--- src/rtl/mux_seq_pkg.sv ---
// rtl/mux_seq_pkg.sv - shared states, widths and index order for mux_sel_sequencer
// Index order is selected by MUX_SEQ_MSB_FIRST_EN (undefined: LSB first).
package mux_seq_pkg;

  localparam int unsigned SEL_W  = 3;
  localparam int unsigned DATA_W = 8;

  typedef enum logic [1:0] {
    ST_IDLE,
    ST_SHIFT,
    ST_GAP
  } state_e;

`ifdef MUX_SEQ_MSB_FIRST_EN
  localparam logic [SEL_W-1:0] SEL_FIRST = 3'd7;
  localparam logic [SEL_W-1:0] SEL_LAST  = 3'd0;

  function automatic logic [SEL_W-1:0] sel_step(input logic [SEL_W-1:0] s);
    return s - SEL_W'(1);
  endfunction
`else
  localparam logic [SEL_W-1:0] SEL_FIRST = 3'd0;
  localparam logic [SEL_W-1:0] SEL_LAST  = 3'd7;

  function automatic logic [SEL_W-1:0] sel_step(input logic [SEL_W-1:0] s);
    return s + SEL_W'(1);
  endfunction
`endif

endpackage

--- src/rtl/mux_seq_gap_cnt.sv ---
// rtl/mux_seq_gap_cnt.sv - loadable down-counter timing the inter-frame gap
// done_o is high whenever the count has reached zero.
module mux_seq_gap_cnt #(
  parameter int unsigned CNT_W = 4
) (
  input  logic             clk,
  input  logic             rst_n,
  input  logic             load_i,
  input  logic [CNT_W-1:0] load_val_i,
  input  logic             dec_i,
  output logic             done_o
);

  logic [CNT_W-1:0] cnt_q, cnt_d;

  always_comb begin
    cnt_d = cnt_q;
    if (load_i) begin
      cnt_d = load_val_i;
    end else if (dec_i && (cnt_q != '0)) begin
      cnt_d = cnt_q - CNT_W'(1);
    end
  end

  always_ff @(posedge clk or negedge rst_n) begin
    if (!rst_n) begin
      cnt_q <= '0;
    end else begin
      cnt_q <= cnt_d;
    end
  end

  assign done_o = (cnt_q == '0);

endmodule

--- src/rtl/mux_sel_sequencer.sv ---
// rtl/mux_sel_sequencer.sv - holds a word on an 8:1 mux and steps its select to serialize it
// Index direction follows MUX_SEQ_MSB_FIRST_EN (see mux_seq_pkg).
module mux_sel_sequencer
  import mux_seq_pkg::*;
#(
  parameter int unsigned GAP = 0
) (
  input  logic              clk,
  input  logic              rst_n,
  input  logic              in_valid,
  output logic              in_ready,
  input  logic [DATA_W-1:0] in_data,
  output logic [DATA_W-1:0] mux_a,
  output logic [SEL_W-1:0]  mux_sel,
  input  logic              mux_f,
  output logic              ser_bit,
  output logic              ser_valid,
  output logic              ser_last,
  output logic              busy
);

  localparam int unsigned GAP_W = 4;

  state_e            state_q, state_d;
  logic [SEL_W-1:0]  sel_q, sel_d;
  logic [DATA_W-1:0] a_q, a_d;
  logic              rdy_q, rdy_d;
  logic              bit_q, valid_q, last_q;
  logic              xfer;
  logic              gap_done;

  assign xfer = in_valid && rdy_q;

  always_comb begin
    state_d = state_q;
    sel_d   = sel_q;
    a_d     = a_q;
    unique case (state_q)
      ST_IDLE: begin
        if (xfer) begin
          state_d = ST_SHIFT;
          sel_d   = SEL_FIRST;
          a_d     = in_data;
        end
      end
      ST_SHIFT: begin
        if (sel_q != SEL_LAST) begin
          sel_d = sel_step(sel_q);
        end else if (GAP > 0) begin
          state_d = ST_GAP;
        end else if (xfer) begin
          sel_d = SEL_FIRST;
          a_d   = in_data;
        end else begin
          state_d = ST_IDLE;
        end
      end
      ST_GAP: begin
        if (gap_done) begin
          state_d = ST_IDLE;
        end
      end
      default: state_d = ST_IDLE;
    endcase
    // Ready is registered, so it is derived from where the FSM will be next cycle.
    rdy_d = (state_d == ST_IDLE) ||
            ((GAP == 0) && (state_d == ST_SHIFT) && (sel_d == SEL_LAST));
  end

  always_ff @(posedge clk or negedge rst_n) begin
    if (!rst_n) begin
      state_q <= ST_IDLE;
      sel_q   <= '0;
      a_q     <= '0;
      rdy_q   <= 1'b0;
      bit_q   <= 1'b0;
      valid_q <= 1'b0;
      last_q  <= 1'b0;
    end else begin
      state_q <= state_d;
      sel_q   <= sel_d;
      a_q     <= a_d;
      rdy_q   <= rdy_d;
      valid_q <= (state_q == ST_SHIFT);
      last_q  <= (state_q == ST_SHIFT) && (sel_q == SEL_LAST);
      if (state_q == ST_SHIFT) begin
        bit_q <= mux_f;
      end
    end
  end

  generate
    if (GAP > 0) begin : g_gap
      mux_seq_gap_cnt #(.CNT_W(GAP_W)) u_gap_cnt (
        .clk        (clk),
        .rst_n      (rst_n),
        .load_i     ((state_q == ST_SHIFT) && (state_d == ST_GAP)),
        .load_val_i (GAP_W'(GAP - 1)),
        .dec_i      (state_q == ST_GAP),
        .done_o     (gap_done)
      );
    end else begin : g_no_gap
      assign gap_done = 1'b1;
    end
  endgenerate

  assign in_ready  = rdy_q;
  assign mux_a     = a_q;
  assign mux_sel   = sel_q;
  assign ser_bit   = bit_q;
  assign ser_valid = valid_q;
  assign ser_last  = last_q;
  assign busy      = (state_q != ST_IDLE);

endmodule

--- config.mk ---
export PLATFORM = sky130hd
export DESIGN_NAME = mux_sel_sequencer
export DESIGN_NICKNAME = d
export VERILOG_FILES = /design/src/rtl/mux_seq_pkg.sv /design/src/rtl/mux_seq_gap_cnt.sv /design/src/rtl/mux_sel_sequencer.sv
export SDC_FILE = /design/constraint.sdc
export NUM_CORES = 1
export LEC_CHECK = 0
export CAP_MARGIN = 10
export CORE_AREA = 2 2 52 54
export DETAILED_ROUTE_END_ITERATION = 8
export DIE_AREA = 0 0 54 56
export SETUP_SLACK_MARGIN = 0.5
export SYNTH_ARGS = -nofsm -noshare
export SYNTH_HDL_FRONTEND = slang
export SYNTH_SLANG_ARGS = --single-unit
--- constraint.sdc ---
create_clock -name clk -period 1.9 [get_ports clk]
set_input_delay 0.38 -clock clk [delete_from_list [all_inputs] [get_ports clk]]
set_output_delay 0.38 -clock clk [all_outputs]
set_load 0.02 [all_outputs]
==> impl_results.md <==
* Final wirelength at 1580 um
* Setup tns final at 0 ps
* Sink Count at 17
* Initial antenna violation count at 0
* Final setup fails at 0
* Port bufs at 27
* DP Wirelength at 1070 um
* Crit-path most repeated cell: ha_4
* Clk Latency, worst-skew pair at 280 ps
* Largest net degree at the start of global routing at 18
* CTS clock-pin slew for the worst setup and hold paths at 90 ps
* Total track usage at 11.56%
* DR vias at 533
* Vias in the first global route at between 500 and 600
* Placeable Area at 2432 um^2
* Fraction of layout cells with a size suffix above 1 at 46.15%
* Tightest Hold Check Type: primary input to async pin
* Final Slew Violations at 0
* Arrival @ worst endpoint at approximately 1800 ps
* CTS buffer count at 3
* Hold Vio Cnt, Final at 0
* Min Tclk post-route at 1607 ps
* Ys Warns at 0
* N_diodes at 0
* Critical path launch point type: flip-flop
* Post-Syn Area per Cell at 14.50 um^2
* Register area at 430.4 um^2
* Root Driver: clkbuf_4
* CTS tree: done
* Clk_skew at 1.961 ps
* Sw frac at 32.95%
* Routability cong. at 0.8073
* Critical Path Max Stage Delay at 430 ps
* Psw at 431.1 uW
* DRT iter0 DRCs at 6
* Maxcap violations at 0
* Starting Density at 29.22%
* Post-layout net count at ~110
* Status: finished, final reports clean
* Max stage delay cell, worst path: dfrtp_2
* Cell-internal power at 877.2 uW
* CP cell instances: ha_4, ha_4, nand2b_4, nor3b_4, buf_12, mux2_4
* Area grow syn2layout at 71.48%
* Die Span X at 54 um
* Wire per inst at approximately 13 um
* Ports at 28
* # H-tree levels at 1
* Sequential area share after synthesis at ~60%
* Sequential share of power at about 40%
* Post-Synthesis Cells at 49
* Worst path top cell family by delay: flip-flops
* CP required at around 2100 ps
* Lkg Pwr at 0.0005607 uW
* Final Cycle Share at 84.58%
* Critical path class: flip-flop to flip-flop
* Fmax at 0.6223 GHz
* Area taken by multi-input logic gates at 369.1 um^2
* CP endpoint kind: flip-flop
* Worst vdd ir at 0.0006464 V
* Clock share of power at between 10 and 15%
* Seq cells post-synth at 17
* Vias per cell at 4.405
* Final Power at 1308 uW
* Syn nets at 64
* DRT antenna net count at 0
* Crit-path max FO at 8
* Post-synthesis instance area at 710.7 um^2
* Chip Height at 56 um
* WP buf/inv at 1
* Fillers at 219
* Yosys cell types at 16
* Combinational share of power at a little under half
* Number of remaining DRC errors at 0
* First-pass GRT wire length at ~2500 um
* RSZ-0062 raised after global routing: yes
* Clock buffer depth at 2
* DR pass1 iterations at 3
* Full die area at 3024 um^2
* # rows at 18
* GRT overflow at 0
* Pwr Density at 1074 nW/um^2
layout by cell type (no fill, tap or decap), types with 2 or more instances in the layout:
| master | synthesis | layout |
|---|---|---|
| inv_1 | 2 | 2 |
| a21o_1 | 2 | 2 |
| dfrtp_2 | 0 | 4 |
| mux2_4 | 0 | 8 |
| and2_1 | 3 | 3 |
| nand2b_4 | 0 | 2 |
| clkbuf_2 | 0 | 3 |
| clkbuf_4 | 0 | 3 |
| clkdlybuf4s15_1 | 0 | 8 |
| buf_4 | 0 | 10 |
| dfrtp_1 | 17 | 13 |
| a311o_1 | 2 | 2 |
| clkdlybuf4s50_1 | 0 | 11 |
| buf_6 | 0 | 3 |
| ha_4 | 0 | 3 |
per-stage QoR:
stage | cell area [um^2] | util, % | setup WS, ps | cells | hold slack (ps)
after CTS | 1202 | 49.43 | 288.2 | 119 | 405.9
after detailed placement | 1092 | 44.91 | 97.25 | 109 | 478.9
after global routing | 1219 | 50.10 | 255.8 | 121 | 417.9
after floorplan | 749.5 | - | 231.3 | 49 | 84.41
after global placement | 1092 | 44.91 | 114.5 | 109 | 476.3
final | 1219 | 50.10 | 292.9 | 121 | 403.2
cell usage after synthesis:
master	n	area share, %
a31o_1	1	1.2
a21o_1	2	2.1
nand2b_1	3	2.6
ha_1	3	5.3
a311o_1	2	2.8
nand2_1	1	0.53
or2_2	1	0.88
nor3b_4	1	2.6
dfrtp_1	17	60
and2_1	3	2.6
mux2_1	1	1.6
inv_1	2	1.1
nor3_1	1	0.70
mux2_2	8	13
conb_1	1	0.53
nor4bb_1	2	2.8
timing repair:
item	in CTS	in global routing
setup endpoints to repair	28	27
pin swaps	4	1
gates resized for setup	42	20
buffers inserted	6	2
hold buffers	0	0
endpoints found under the hold margin	0	0
metal layers:
layer	vias to the layer above	GRT usage (%)	share of wire, %
li1	257	-	-
met1	257	14.81	43
met4	0	4.286	1.2
met5	-	0	0
met3	2	5.108	6.6
met2	17	16.90	49
layout make-up:
cell class | instances | share of cell area, %
Tap cell | 30 | 3.080
Multi-Input combinational cell | 30 | 30.29
Clock buffer | 4 | 2.156
Inverter | 2 | 0.6160
Sequential cell | 17 | 35.32
Timing Repair Buffer | 38 | 28.54
final timing paths:
check	start	to	slack [ps]	depth (start not counted)
worst max-delay path	mux_sel[0]	mux_a[3]	290	6
max in group asynchronous	rst_n	mux_sel[1]	1290	2
min in group clk	ser_bit	ser_bit	520	1
worst min register to register	ser_bit	ser_bit	520	1
worst min-delay path	rst_n	ser_last	400	2
worst max register to register	mux_sel[0]	mux_a[3]	290	6
flip-flops by register name, indices dropped and copies added (netlist names):
signal     flops
mux_sel        3
state_q        2
ser_bit        1
in_ready       1
mux_a          8
ser_valid      1
ser_last       1
power by group through the flow:
stage | combinational [uW] | sequential, uW | clock, uW
global placement | 502 | 536 | 0
global route | 634 | 538 | 216
detailed placement | 506 | 539 | 0
floorplan | 158 | 634 | 0
finish | 595 | 527 | 186
CTS | 592 | 525 | 196
kinds of logic (layout without fill, tap and decap cells):
logic type	Yosys count	count (layout)	share of synthesized area (%)
flip-flops	17	17	59.86
AND/OR/NAND/NOR	12	12	12.85
multiplexers	9	9	14.26
AO/OA/AOI/OAI	5	5	6.162
adder cells (fa/ha/maj)	3	3	5.282
buffers and inverters	2	44	1.057
other	1	1	0.5277
Note: power is estimated with default switching activity, not from simulation.
